### src/rtl/cal_pkg.sv
// Shared definitions for the DCFEB calibration pulse generator.
// FSM encoding, default field widths and pulse-line select codes.
`timescale 1ns/1ps
package cal_pkg;
    typedef enum logic [1:0] {
        IDLE = 2'd0,
        DLY  = 2'd1,
        HIGH = 2'd2,
        LOW  = 2'd3
    } state_t;

    localparam int DLY_W = 8;
    localparam int WID_W = 4;
    localparam int PER_W = 12;
    localparam int CNT_W = 12;

    localparam logic INJ_SEL = 1'b0;
    localparam logic EXT_SEL = 1'b1;
endpackage

### src/rtl/cal_vote3.sv
// Bitwise 2-of-3 majority voter for triplicated registers.
// Purely combinational, no latency, no flow control.
`timescale 1ns/1ps
module cal_vote3 #(
    parameter int W = 1
) (
    input  logic [W-1:0] a,
    input  logic [W-1:0] b,
    input  logic [W-1:0] c,
    output logic [W-1:0] y
);
    assign y = (a & b) | (a & c) | (b & c);
endmodule

### src/rtl/cal_pulse_gen.sv
// Calibration pulse-train generator: delay, then NPULSE pulses of Weff high / Peff period.
// First leading edge lands DELAY+1 cycles after START; START is ignored while busy.
`timescale 1ns/1ps
module cal_pulse_gen #(
    parameter int TMR   = 0,
    parameter int DLY_W = cal_pkg::DLY_W,
    parameter int WID_W = cal_pkg::WID_W,
    parameter int PER_W = cal_pkg::PER_W
) (
    input  logic             CLK40,
    input  logic             RST_RESYNC,
    input  logic             START,
    input  logic             ABORT,
    input  logic             SEL,
    input  logic [DLY_W-1:0] DELAY,
    input  logic [WID_W-1:0] WIDTH,
    input  logic [PER_W-1:0] PERIOD,
    input  logic [7:0]       NPULSE,
    output logic             INJ_OUT,
    output logic             EXT_OUT,
    output logic             BUSY,
    output logic             DONE,
    output logic [11:0]      INJ_SENT,
    output logic [11:0]      EXT_SENT
);
    import cal_pkg::*;

    localparam int DC_A = (DLY_W > PER_W) ? DLY_W : PER_W;
    localparam int DC_W = (DC_A > WID_W) ? DC_A : WID_W;

    // Everything that feeds back on itself lives here so it can be triplicated as one unit.
    typedef struct packed {
        state_t           st;
        logic [DC_W-1:0]  cnt;
        logic [7:0]       idx;
        logic [CNT_W-1:0] inj_sent;
        logic [CNT_W-1:0] ext_sent;
    } core_t;
    localparam int CORE_W = $bits(core_t);

    core_t           cur;
    core_t           nxt;
    logic            done_nxt;
    logic            cfg_ld;
    logic            rise;

    logic            sel_q;
    logic [WID_W-1:0] weff_q;
    logic [PER_W:0]  peff_q;
    logic [7:0]      npulse_q;

    logic [WID_W-1:0] weff_in;
    logic [PER_W:0]  peff_min;
    logic [PER_W:0]  peff_in;

    assign weff_in  = (WIDTH == '0) ? WID_W'(1) : WIDTH;
    assign peff_min = (PER_W+1)'(weff_in) + (PER_W+1)'(1);
    assign peff_in  = ({1'b0, PERIOD} < peff_min) ? peff_min : {1'b0, PERIOD};

    always_comb begin
        nxt      = cur;
        done_nxt = 1'b0;
        cfg_ld   = 1'b0;
        rise     = 1'b0;
        case (cur.st)
            IDLE: begin
                if (START && !ABORT) begin
                    nxt.st  = DLY;
                    nxt.cnt = DC_W'(DELAY);
                    nxt.idx = '0;
                    cfg_ld  = 1'b1;
                end
            end
            DLY, LOW: begin
                if (ABORT)               nxt.st  = IDLE;
                else if (cur.cnt == '0)  rise    = 1'b1;
                else                     nxt.cnt = cur.cnt - DC_W'(1);
            end
            HIGH: begin
                if (ABORT) begin
                    nxt.st = IDLE;
                end else if (cur.cnt == '0) begin
                    // NPULSE of zero never matches, so the train runs until ABORT
                    if (npulse_q != 8'd0 && cur.idx == npulse_q) begin
                        nxt.st   = IDLE;
                        done_nxt = 1'b1;
                    end else begin
                        nxt.st  = LOW;
                        nxt.cnt = DC_W'(peff_q - (PER_W+1)'(weff_q) - (PER_W+1)'(1));
                    end
                end else begin
                    nxt.cnt = cur.cnt - DC_W'(1);
                end
            end
            default: nxt.st = IDLE;
        endcase

        if (rise) begin
            nxt.st  = HIGH;
            nxt.cnt = DC_W'(weff_q - WID_W'(1));
            nxt.idx = cur.idx + 8'd1;
            if (sel_q == EXT_SEL) nxt.ext_sent = cur.ext_sent + CNT_W'(1);
            else                  nxt.inj_sent = cur.inj_sent + CNT_W'(1);
        end
    end

    core_t vote;

    if (TMR != 0) begin : g_tmr
        core_t rep [3];
        always_ff @(posedge CLK40 or posedge RST_RESYNC) begin
            if (RST_RESYNC) begin
                for (int i = 0; i < 3; i++) rep[i] <= '0;
            end else begin
                for (int i = 0; i < 3; i++) rep[i] <= nxt;
            end
        end
        cal_vote3 #(.W(CORE_W)) u_vote (
            .a (rep[0]),
            .b (rep[1]),
            .c (rep[2]),
            .y (vote)
        );
    end else begin : g_single
        core_t rep;
        always_ff @(posedge CLK40 or posedge RST_RESYNC) begin
            if (RST_RESYNC) rep <= '0;
            else            rep <= nxt;
        end
        assign vote = rep;
    end

    assign cur      = vote;
    assign INJ_SENT = cur.inj_sent;
    assign EXT_SENT = cur.ext_sent;

    always_ff @(posedge CLK40 or posedge RST_RESYNC) begin
        if (RST_RESYNC) begin
            sel_q    <= INJ_SEL;
            weff_q   <= WID_W'(1);
            peff_q   <= (PER_W+1)'(2);
            npulse_q <= '0;
        end else if (cfg_ld) begin
            sel_q    <= SEL;
            weff_q   <= weff_in;
            peff_q   <= peff_in;
            npulse_q <= NPULSE;
        end
    end

    always_ff @(posedge CLK40 or posedge RST_RESYNC) begin
        if (RST_RESYNC) begin
            INJ_OUT <= 1'b0;
            EXT_OUT <= 1'b0;
            BUSY    <= 1'b0;
            DONE    <= 1'b0;
        end else begin
            INJ_OUT <= (nxt.st == HIGH) && (sel_q == INJ_SEL);
            EXT_OUT <= (nxt.st == HIGH) && (sel_q == EXT_SEL);
            BUSY    <= (nxt.st != IDLE);
            DONE    <= done_nxt;
        end
    end
endmodule

### config.mk
export PLATFORM = sky130hd
export DESIGN_NAME = cal_pulse_gen
export DESIGN_NICKNAME = d
export VERILOG_FILES = /design/src/rtl/cal_pkg.sv /design/src/rtl/cal_vote3.sv /design/src/rtl/cal_pulse_gen.sv
export SDC_FILE = /design/constraint.sdc
export NUM_CORES = 1
export LEC_CHECK = 0
export CAP_MARGIN = 10
export CORE_AREA = 2 2 132 70
export DETAILED_ROUTE_END_ITERATION = 8
export DIE_AREA = 0 0 134 72
export GPL_ROUTABILITY_DRIVEN = 0
export PLACE_DENSITY = 0.79
export SETUP_SLACK_MARGIN = 0.2
export SLEW_MARGIN = 30
export SYNTH_ARGS = -nofsm -noshare
export SYNTH_HDL_FRONTEND = slang
export SYNTH_SLANG_ARGS = --single-unit
### constraint.sdc
create_clock -name CLK40 -period 2.8 [get_ports CLK40]
set_clock_uncertainty 0.05 [all_clocks]
set_input_delay 0.56 -clock CLK40 [delete_from_list [all_inputs] [get_ports CLK40]]
set_output_delay 0.56 -clock CLK40 [all_outputs]
set_load 0.03 [all_outputs]
==> flow_metrics.py, run 1 <==
metrics = {
    "yosys": {
        "syn-cell-area_sq_mm": 0.00452,
        "ys_types": 63,
        "synthTopCellsByArea": "dfrtp_1, nand2_1, xor2_1, xnor2_1, buf_4",
        "synth.avg_cell_area_sq_um": 9.05,
        "synth_nets": 552,
        "yosysWarnings": 0,
        "synth-seq-area-share": 0.415,
        "synth_seq_cells": 75,
        "synth_top_area_cell": "dfrtp_1",
        "async_flop_share": 1.00,
        "synthCells": 500,
        "synth_top_area_share": 0.404,
        "synthFlopType": "dfrtp_1",
        "synth_edf_count": 0,
    },
    "critical_path": {
        "critPathMaxFanout": 6,
        "cp_slowest_cell": "dfrtp_2",
        "start_kind": "register",
        "crit_type": "reg2reg",
        "path_cells": "inv_2 > ha_2 > or3b_4 > nor4_4 > and3_4 > and4_4 > nand4_1 > xnor2_1",
        "crit_required_ns": 2.97,
        "arrival_ns": 2.68,
        "cp_num_buf_inv": 1,
        "critPathMaxStageDelay_ns": 0.44,
        "cpLargestDelayFamily": "simple AND/OR/NAND/NOR gates",
        "endpoint_kind": "register",
    },
    "die": {
        "core_region_area_sq_mm": 0.00844,
        "rows": 24,
        "dieWidth_um": 134,
        "start_util": 0.536,
        "io_pins": 65,
        "die_area_sq_mm": 0.00965,
        "die_h_um": 72,
    },
    "cts": {
        "cts_root_buf": "clkbuf_16",
        "h-tree-depth": 3,
        "cts_hold_buf": 0,
        "cts_num_sinks": 75,
        "cts_tree": "built",
        "clkSlewWorstSetupHoldPaths_ns": 0.06,
        "cts_buffer_depth": 2,
        "clk_latency_ns": 0.34,
        "cts_buffers": 9,
    },
    "layout": {
        "design_area_sq_mm": 0.00567,
        "seqCellArea_sq_mm": 0.00188,
        "drive_gt1_frac": 0.136,
        "fillers": 651,
        "antenna-diode-count": 0,
        "nets": 612,
        "area_delta_synth_final_pct": 25.4,
        "multi_input_area_sq_mm": 0.00239,
    },
    "pwr": {
        "p_per_area_mw_per_mm2": 863,
        "power.share.sequential": 0.334,
        "power.leakage_nw": 2.51,
        "switching_share": 0.381,
        "p_int_mw": 3.03,
        "power_switching_mw": 1.87,
        "vdd_drop_max_mv": 0.387,
        "p_clk_frac": 0.257,
        "p_comb_frac": 0.409,
    },
    "timing": {
        "worst_slack_ns": 0.289,
        "min_period_over_period": 0.897,
        "fin_crit_ns": 2.51,
        "setup_violations": 0,
        "whs_ns": 0.421,
        "tightest_slew_ns": 0.474,
        "finalMaxSlewViolations": 0,
        "finalHoldViolations": 0,
        "rsz0062_at_grt": "true",
        "timing.fmax_ghz": 0.398,
        "slew_headroom": 0.684,
    },
    "placed_design": {
        "dp_hpwl_mm": 8.39,
        "portBuffers": 64,
        "placed_cell_area_sq_mm": 0.00526,
        "pre_cts_slack_ns": -0.129,
    },
    "drt": {
        "dr_wl_met3_um": 998,
        "viasPerCell": 5.71,
        "m1WireLength_mm": 5.50,
        "routed_wl_mm": 11.4,
        "antenna_left": 0,
        "drt_iter0_drc": 368,
        "firstDrtPassIters": 4,
        "dr_wl_met2_mm": 4.74,
        "wire_per_inst_um": 16.7,
        "drc": 0,
        "route.top_layer_used": "met4",
        "vias": 3894,
    },
    "global_route": {
        "grt_pass1_vias": 3702,
        "grt_max_degree": 76,
        "grt_pass1_wl_mm": 18.8,
        "track_usage": 0.253,
        "antenna_found_initial": 0,
        "grt_overflow": 0,
    },
    "outcome": {
        "status": "complete, no violations",
    },
    "flow_run": {
        "max_cap_viol_count": 0,
    },
    "min_path": {
        "hold_class": "reg2reg",
    },
}
## layout by cell type, fill, tap and decap left out, drive strengths merged, types with 4 or more instances in the layout
cell and instances:
ha 14, clkbuf 10, nor4 11, nor2 36, and3 6, nand2 88
clkdlybuf4s50 62, a221oi 5, a21o 5, o31ai 6, nor2b 4, xnor2 24
xor2 27, nand4 11, nor3 12, and2 4, buf 26, inv 13
o21ai 33, nor3b 4, a21oi 11, nand3 15, mux2i 4, dfrtp 73
## power groups by stage
stage	Clock, mW	Combinational (mW)	Sequential (mW)
6_report	1.26	2.00	1.64
5_1_grt	1.33	2.19	1.67
4_1_cts	1.28	1.88	1.61
3_5_place_dp	0	1.87	1.63
3_3_place_gp	0	1.80	1.62
2_1_floorplan	0	1.39	1.52
## area by class of cell
class / instances / area share
multi-input combinational: 371 / 0.422
sequential: 75 / 0.331
timing repair buffer: 90 / 0.155
clock buffer: 10 / 0.0421
tap: 117 / 0.0258
clock inverter: 6 / 0.0157
inverter: 13 / 0.00860
## logic make-up (layout without fill, tap and decap cells)
kind of cell	count (synthesis)	after routing	synth area share
and+or+nand+nor	207	207	0.227
AOI/OAI and AO/OA	91	91	0.133
DFF	75	75	0.415
buffers and inverters	54	119	0.0661
xor gates and xnor gates	51	51	0.0988
adders and majority gates	15	15	0.0432
muxes	7	7	0.0163
## timing repair
action,in CTS,in global routing
setup endpoints to repair,21,33
gates resized for setup,2,20
cloned,0,0
pin swaps,2,11
setup buffers,0,5
## routing by layer
metal / GRT usage / up-vias
met4: 0.0863 / 0
met1: 0.383 / 1862
met3: 0.0650 / 14
met5: 0 / -
li1: - / 1841
met2: 0.353 / 177
## per-stage QoR
stage | utilization | std cells | TNS, ns | power [mW]
final | 0.672 | 682 | 0 | 4.89
after global routing | 0.672 | 682 | 0 | 5.20
after CTS | 0.662 | 677 | 0 | 4.77
after detailed placement | 0.623 | 661 | -0.169 | 3.50
after global placement | 0.623 | 661 | -0.00384 | 3.41
after floorplan | - | 500 | 0 | 2.90
## final timing paths
| path | from | endpoint | slack (ns) | cells past startpoint |
|---|---|---|---|---|
| max reg2reg | cur[32] | EXT_SENT[10] | 0.29 | 8 |
| max | cur[32] | EXT_SENT[10] | 0.29 | 8 |
| min reg2reg | INJ_SENT[11] | INJ_SENT[11] | 0.42 | 1 |
| min in group asynchronous | RST_RESYNC | INJ_SENT[0] | 0.56 | 3 |
| max in group asynchronous | RST_RESYNC | cur[32] | 1.80 | 3 |
| min | INJ_SENT[11] | INJ_SENT[11] | 0.42 | 1 |
## sequential cells by signal (all words and copies together) (netlist names)
register	cells
INJ_SENT	12
EXT_SENT	12
peff_q	12
npulse_q	8
sel_q	1
weff_q	4
BUSY	1
INJ_OUT	1
DONE	1
EXT_OUT	1
cur	22
## synthesized netlist by cell type (3+ instances only)
library cell,n
a211oi_1,3
dfrtp_1,73
o21ai_0,32
a21o_1,5
nor3_1,12
and3_1,5
o211ai_1,3
a221oi_1,5
nand3_1,15
and2_1,4
a21oi_1,11
o31ai_1,6
buf_4,25
nor2b_1,4
inv_1,13
ha_1,14
xor2_1,27
or3b_2,3
nor3b_1,3
mux2_2,3
nand2b_1,3
nor4_1,8
a22oi_1,3
nor2_1,36
mux2i_1,4
xnor2_1,24
nand2_1,88
nand4_1,11
clkbuf_1,13
Note: power is estimated with default switching activity, not from simulation.
==> run 2: changes to the inputs <==
RECOVER_POWER = 50   (was default)
==> run 2 against run 1 <==
The run now ends with max-capacitance violations, max-slew violations left. First-iteration DRC count is 2.7% lower. Flip-flop and latch count stayed put. Utilization is 0.24 points lower. Global-route usage stayed put. Critical path type unchanged. Largest power group unchanged.
==> flow_metrics.py, run 2 (synthesis gave the netlist of run 1 again) <==
metrics = {
    "timing": {
        "finalMaxSlewViolations": 76,
        "setup_violations": 0,
        "whs_ns": 0.418,
        "rsz0062_at_grt": "true",
        "fin_tns_setup_ns": 0,
        "slew_headroom": -0.0879,
        "fin_crit_ns": 2.51,
        "min_period_over_period": 0.896,
        "timing.fmax_ghz": 0.398,
        "finalHoldViolations": 0,
        "tightest_slew_ns": 1.63,
    },
    "layout": {
        "design_area_sq_mm": 0.00565,
        "final_common_cell": "nand2_1",
        "largest_reg_flops": 22,
        "area_delta_synth_final_pct": 25.0,
        "final_cell_mix": "nand2_1, dfrtp_1, clkdlybuf4s50_1",
        "drive_gt1_frac": 0.131,
        "layout.cells.non_filler": 682,
        "final_core_util": 0.670,
        "antenna-diode-count": 0,
        "nets": 612,
        "fillers": 655,
    },
    "cts": {
        "cts_num_sinks": 75,
        "cts_hold_buf": 0,
        "cts_buffers": 9,
        "cts_buffer_depth": 2,
        "h-tree-depth": 3,
        "cts_root_buf": "clkbuf_16",
        "clkSlewWorstSetupHoldPaths_ns": 0.06,
        "cts_tree": "built",
        "clk_latency_ns": 0.34,
    },
    "placed_design": {
        "placed_cell_area_sq_mm": 0.00526,
        "place_inst": 661,
        "dp_hpwl_mm": 8.39,
        "portBuffers": 64,
    },
    "drt": {
        "antenna_left": 0,
        "drc": 0,
        "viasPerCell": 5.69,
        "firstDrtPassIters": 5,
        "vias": 3879,
        "drt_iter0_drc": 358,
        "wire_per_inst_um": 16.7,
        "routed_wl_mm": 11.4,
    },
    "global_route": {
        "grt_pass1_wl_mm": 18.8,
        "antenna_found_initial": 0,
        "grt_pass1_vias": 3702,
        "grt_max_degree": 76,
        "track_usage": 0.253,
        "grt_overflow": 0,
    },
    "critical_path": {
        "critPathMaxFanout": 6,
        "endpoint_kind": "register",
        "start_kind": "register",
        "crit_type": "reg2reg",
        "arrival_ns": 2.71,
        "crit_required_ns": 3.00,
    },
    "flow_run": {
        "max_cap_viol_count": 1,
    },
    "pwr": {
        "power.leakage_nw": 2.53,
        "power.share.sequential": 0.335,
        "p_comb_frac": 0.409,
        "p_per_area_mw_per_mm2": 865,
        "vdd_drop_max_mv": 0.388,
        "p_clk_frac": 0.257,
        "switching_share": 0.382,
        "p_int_mw": 3.02,
        "power_switching_mw": 1.87,
    },
    "die": {
        "rows": 24,
        "die_area_sq_mm": 0.00965,
        "die_h_um": 72,
        "dieWidth_um": 134,
        "core_region_area_sq_mm": 0.00844,
        "start_util": 0.536,
        "io_pins": 65,
    },
    "outcome": {
        "status": "finished, violations left",
        "violations": "max-capacitance violations, max-slew violations",
    },
    "min_path": {
        "hold_class": "reg2reg",
    },
}
[run 2: cell types whose count changed in the layout (fill, tap and decap cells not counted)]
cell,change
nor2_2,-1
buf_2,+1
nand2_2,-1
dlygate4sd3_1,+10
nand2_1,+1
inv_2,-1
clkinv_1,+1
buf_12,-1
nor2_1,+1
clkdlybuf4s50_1,-10
[run 2: path summary, 6_finish.rpt]
kind,start,endpoint,slack (ns),cells past startpoint
worst min-delay path,INJ_SENT[11],INJ_SENT[11],0.42,1
worst min register to register,INJ_SENT[11],INJ_SENT[11],0.42,1
min in group asynchronous,RST_RESYNC,INJ_SENT[0],1.04,3
max in group asynchronous,RST_RESYNC,cur[32],0.56,3
worst max-delay path,cur[32],EXT_SENT[10],0.29,8
worst max register to register,cur[32],EXT_SENT[10],0.29,8
[run 2: power by group through the flow]
| stage | clock network, mW | registers (mW) | logic, mW |
|---|---|---|---|
| floorplan | 0 | 1.52 | 1.39 |
| global placement | 0 | 1.62 | 1.80 |
| detailed placement | 0 | 1.63 | 1.87 |
| CTS | 1.28 | 1.61 | 1.88 |
| global route | 1.33 | 1.67 | 2.19 |
| finish | 1.25 | 1.64 | 2.00 |
[run 2: area by class of cell]
cell class                      instances  area, sq um  area share
Multi-Input combinational cell        371         2390       0.422
Sequential cell                        75         1880       0.333
Timing Repair Buffer                   90          863       0.153
Clock buffer                           10          239      0.0423
Tap cell                              117          146      0.0259
Clock inverter                          6         88.8      0.0157
Inverter                               13         48.8     0.00863
[run 2: per-stage QoR]
| stage | setup WS [ns] | power, mW |
|---|---|---|
| 2_1_floorplan | 0.259 | 2.90 |
| 3_3_place_gp | -0.00384 | 3.41 |
| 3_5_place_dp | -0.129 | 3.50 |
| 4_1_cts | 0.196 | 4.77 |
| 5_1_grt | 0.117 | 5.19 |
| 6_report | 0.290 | 4.89 |
[run 2: timing repair]
item	CTS	global route
pin swaps	2	11
hold endpoints to repair	0	0
setup endpoints to repair	21	33
setup buffers	0	5
gates resized for setup	2	20
[run 2: worst max-delay path, stage by stage (launching register included)]
cell     delay (ns)
dfrtp_2        0.44
inv_2          0.10
ha_2           0.19
or3b_4         0.42
nor4_4         0.35
and3_4         0.25
and4_4         0.27
nand4_1        0.14
xnor2_1        0.21
[run 2: metal layers]
metal	routed length [um]	vias up	global-route usage
met1	5560	1857	0.383
met3	936	14	0.0650
li1	-	1846	-
met5	0	-	0
met2	4740	162	0.353
met4	172	0	0.0863
==> run 3: changes to the inputs <==
CORE_AREA = 2 2 194 101   (was 2 2 132 70)
DIE_AREA = 0 0 196 103   (was 0 0 134 72)
PLACE_DENSITY = default   (was 0.79)
==> run 3 against run 2 <==
The flow still finishes with violations (max-capacitance violations, max-slew violations). Global-route usage down 12 points. Fmax grew 0.78%. Hold slack got worse by 0.0039 ns. Via count shrank 3.4%. Critical path depth fell by 2. Power down 1.4%. Non-clock buffer count up 13. Sequential share of layout area decreased by 1.3 points. Combinational power rose by 2%. Setup slack improved by 0.019 ns. Flip-flop and latch count did not move. Utilization is 36 points lower. Critical path type is now in2reg. Critical endpoint is now npulse_q[1]. Largest cell class unchanged.
==> flow_metrics.py, run 3 (synthesis gave the netlist of run 1 again) <==
metrics = {
    "outcome": {
        "status": "finished, violations left",
        "violations": "max-capacitance violations, max-slew violations",
    },
    "drt": {
        "drc": 0,
        "antenna_left": 0,
        "firstDrtPassIters": 4,
        "vias": 3749,
        "viasPerCell": 4.54,
        "wire_per_inst_um": 15.4,
        "drt_iter0_drc": 340,
        "routed_wl_mm": 12.7,
    },
    "critical_path": {
        "path_cells": "dlygate4sd3_1 > or3b_2 > or2_0 > buf_4 > nand2_1 > nand2_1",
        "critPathMaxStageDelay_ns": 0.60,
        "r2r-end": "INJ_SENT[5]",
        "r2r_slack_ns": 0.31,
        "crit_required_ns": 2.97,
        "crit_type": "in2reg",
        "critPathMaxFanout": 14,
        "cpLargestDelayFamily": "simple AND/OR/NAND/NOR gates",
        "start_kind": "input pin",
        "cp_common_cell": "nand2_1",
        "endpoint_kind": "register",
        "arrival_ns": 2.66,
        "rr_worst_depth": 9,
        "cp_slowest_cell": "dlygate4sd3_1",
        "r2r_start": "cur[33]",
        "cp_num_buf_inv": 2,
    },
    "layout": {
        "final_cell_mix": "nand2_1, dfrtp_1, clkdlybuf4s50_1",
        "final_core_util": 0.314,
        "largest_reg_flops": 22,
        "drive_gt1_frac": 0.140,
        "final_common_cell": "nand2_1",
        "design_area_sq_mm": 0.00587,
        "nets": 625,
        "area_delta_synth_final_pct": 29.9,
        "antenna-diode-count": 0,
        "fillers": 1966,
    },
    "pwr": {
        "power.leakage_nw": 2.58,
        "vdd_drop_max_mv": 0.328,
        "p_per_area_mw_per_mm2": 821,
    },
    "timing": {
        "fin_crit_ns": 2.49,
        "timing.fmax_ghz": 0.402,
        "finalMaxSlewViolations": 76,
        "setup_violations": 0,
        "tightest_slew_ns": 1.75,
        "rsz0062_at_grt": "true",
        "slew_headroom": -0.166,
        "finalHoldViolations": 0,
        "min_period_over_period": 0.889,
    },
    "global_route": {
        "grt_max_degree": 76,
        "grt_overflow": 0,
        "track_usage": 0.131,
        "grt_pass1_vias": 3489,
        "antenna_found_initial": 0,
        "grt_pass1_wl_mm": 20.2,
    },
    "cts": {
        "cts_num_sinks": 75,
        "h-tree-depth": 3,
        "cts_tree": "built",
        "clkSlewWorstSetupHoldPaths_ns": 0.06,
        "cts_buffers": 9,
        "cts_buffer_depth": 2,
        "cts_hold_buf": 0,
        "clk_latency_ns": 0.33,
        "cts_root_buf": "clkbuf_16",
    },
    "die": {
        "core_region_area_sq_mm": 0.0187,
        "die_area_sq_mm": 0.0202,
        "start_util": 0.241,
        "dieWidth_um": 196,
        "die_h_um": 103,
        "io_pins": 65,
        "rows": 36,
    },
    "min_path": {
        "min_from": "EXT_SENT[11]",
        "hold_class": "reg2reg",
        "worst_hold_path.num_cells": 1,
        "min_to": "EXT_SENT[11]",
    },
    "placed_design": {
        "portBuffers": 64,
        "placed_cell_area_sq_mm": 0.00551,
        "dp_hpwl_mm": 9.68,
    },
    "flow_run": {
        "max_cap_viol_count": 1,
    },
}
run 3: report_power, final:
part	switching, mW	internal (mW)	total [mW]
logic	1.12	0.916	2.04
registers	0.301	1.31	1.62
clock network	0.483	0.687	1.17
total	1.90	2.92	4.82
run 3: final cells by class:
class                   instances  area (sq um)  share of cell area
multi-input cells             371          2390               0.406
inverters                      13          48.8             0.00831
flip-flops and latches         75          1880               0.320
clock buffers                   9           225              0.0383
well taps                     247           309              0.0526
clock inverters                 7          68.8              0.0117
repair buffers                103           956               0.163
run 3: worst max-delay path by stage:
stage | startpoint | endpoint | slack, ns | depth (start not counted)
global route | RST_RESYNC | npulse_q[1] | 0.14 | 3
global placement | ABORT | EXT_SENT[11] | -0.07 | 7
CTS | cur[33] | cur[34] | 0.20 | 10
finish | START | npulse_q[1] | 0.31 | 6
floorplan | cur[32] | EXT_SENT[10] | 0.26 | 9
detailed placement | ABORT | EXT_SENT[11] | -0.07 | 7
run 3: routing by layer:
| layer | vias to the layer above | share of wire | track usage |
|---|---|---|---|
| met1 | 1767 | 0.59 | 0.213 |
| met4 | 0 | 0.0022 | 0.0216 |
| met5 | - | 0 | 0 |
| li1 | 1882 | - | - |
| met2 | 98 | 0.34 | 0.156 |
| met3 | 2 | 0.066 | 0.0468 |
run 3: worst register-to-register path, stage by stage (launching register included):
cell	delay, ns
dfrtp_1	0.40
inv_1	0.10
ha_1	0.19
or3b_4	0.43
nor4_4	0.30
buf_4	0.17
and2b_2	0.18
nand4_1	0.22
buf_4	0.21
xnor2_1	0.11
run 3: metrics by stage:
step | cells | hold WS (ns) | worst slack [ns] | TNS [ns] | power [mW]
after floorplan | 500 | 0.393 | 0.259 | 0 | 2.90
after global placement | 803 | 0.407 | -0.0723 | -0.252 | 3.54
after detailed placement | 803 | 0.415 | -0.0707 | -0.222 | 3.56
after CTS | 821 | 0.424 | 0.202 | 0 | 4.77
after global routing | 825 | 0.438 | 0.139 | 0 | 5.17
final | 825 | 0.414 | 0.310 | 0 | 4.82
run 3: what timing repair did:
action                                  in CTS  in global routing
endpoints found under the setup margin      13                 22
pin swaps                                    1                  6
hold endpoints to repair                     0                  0
resized for setup                            0                 10
buffers inserted                             2                  4
cloned                                       0                  0
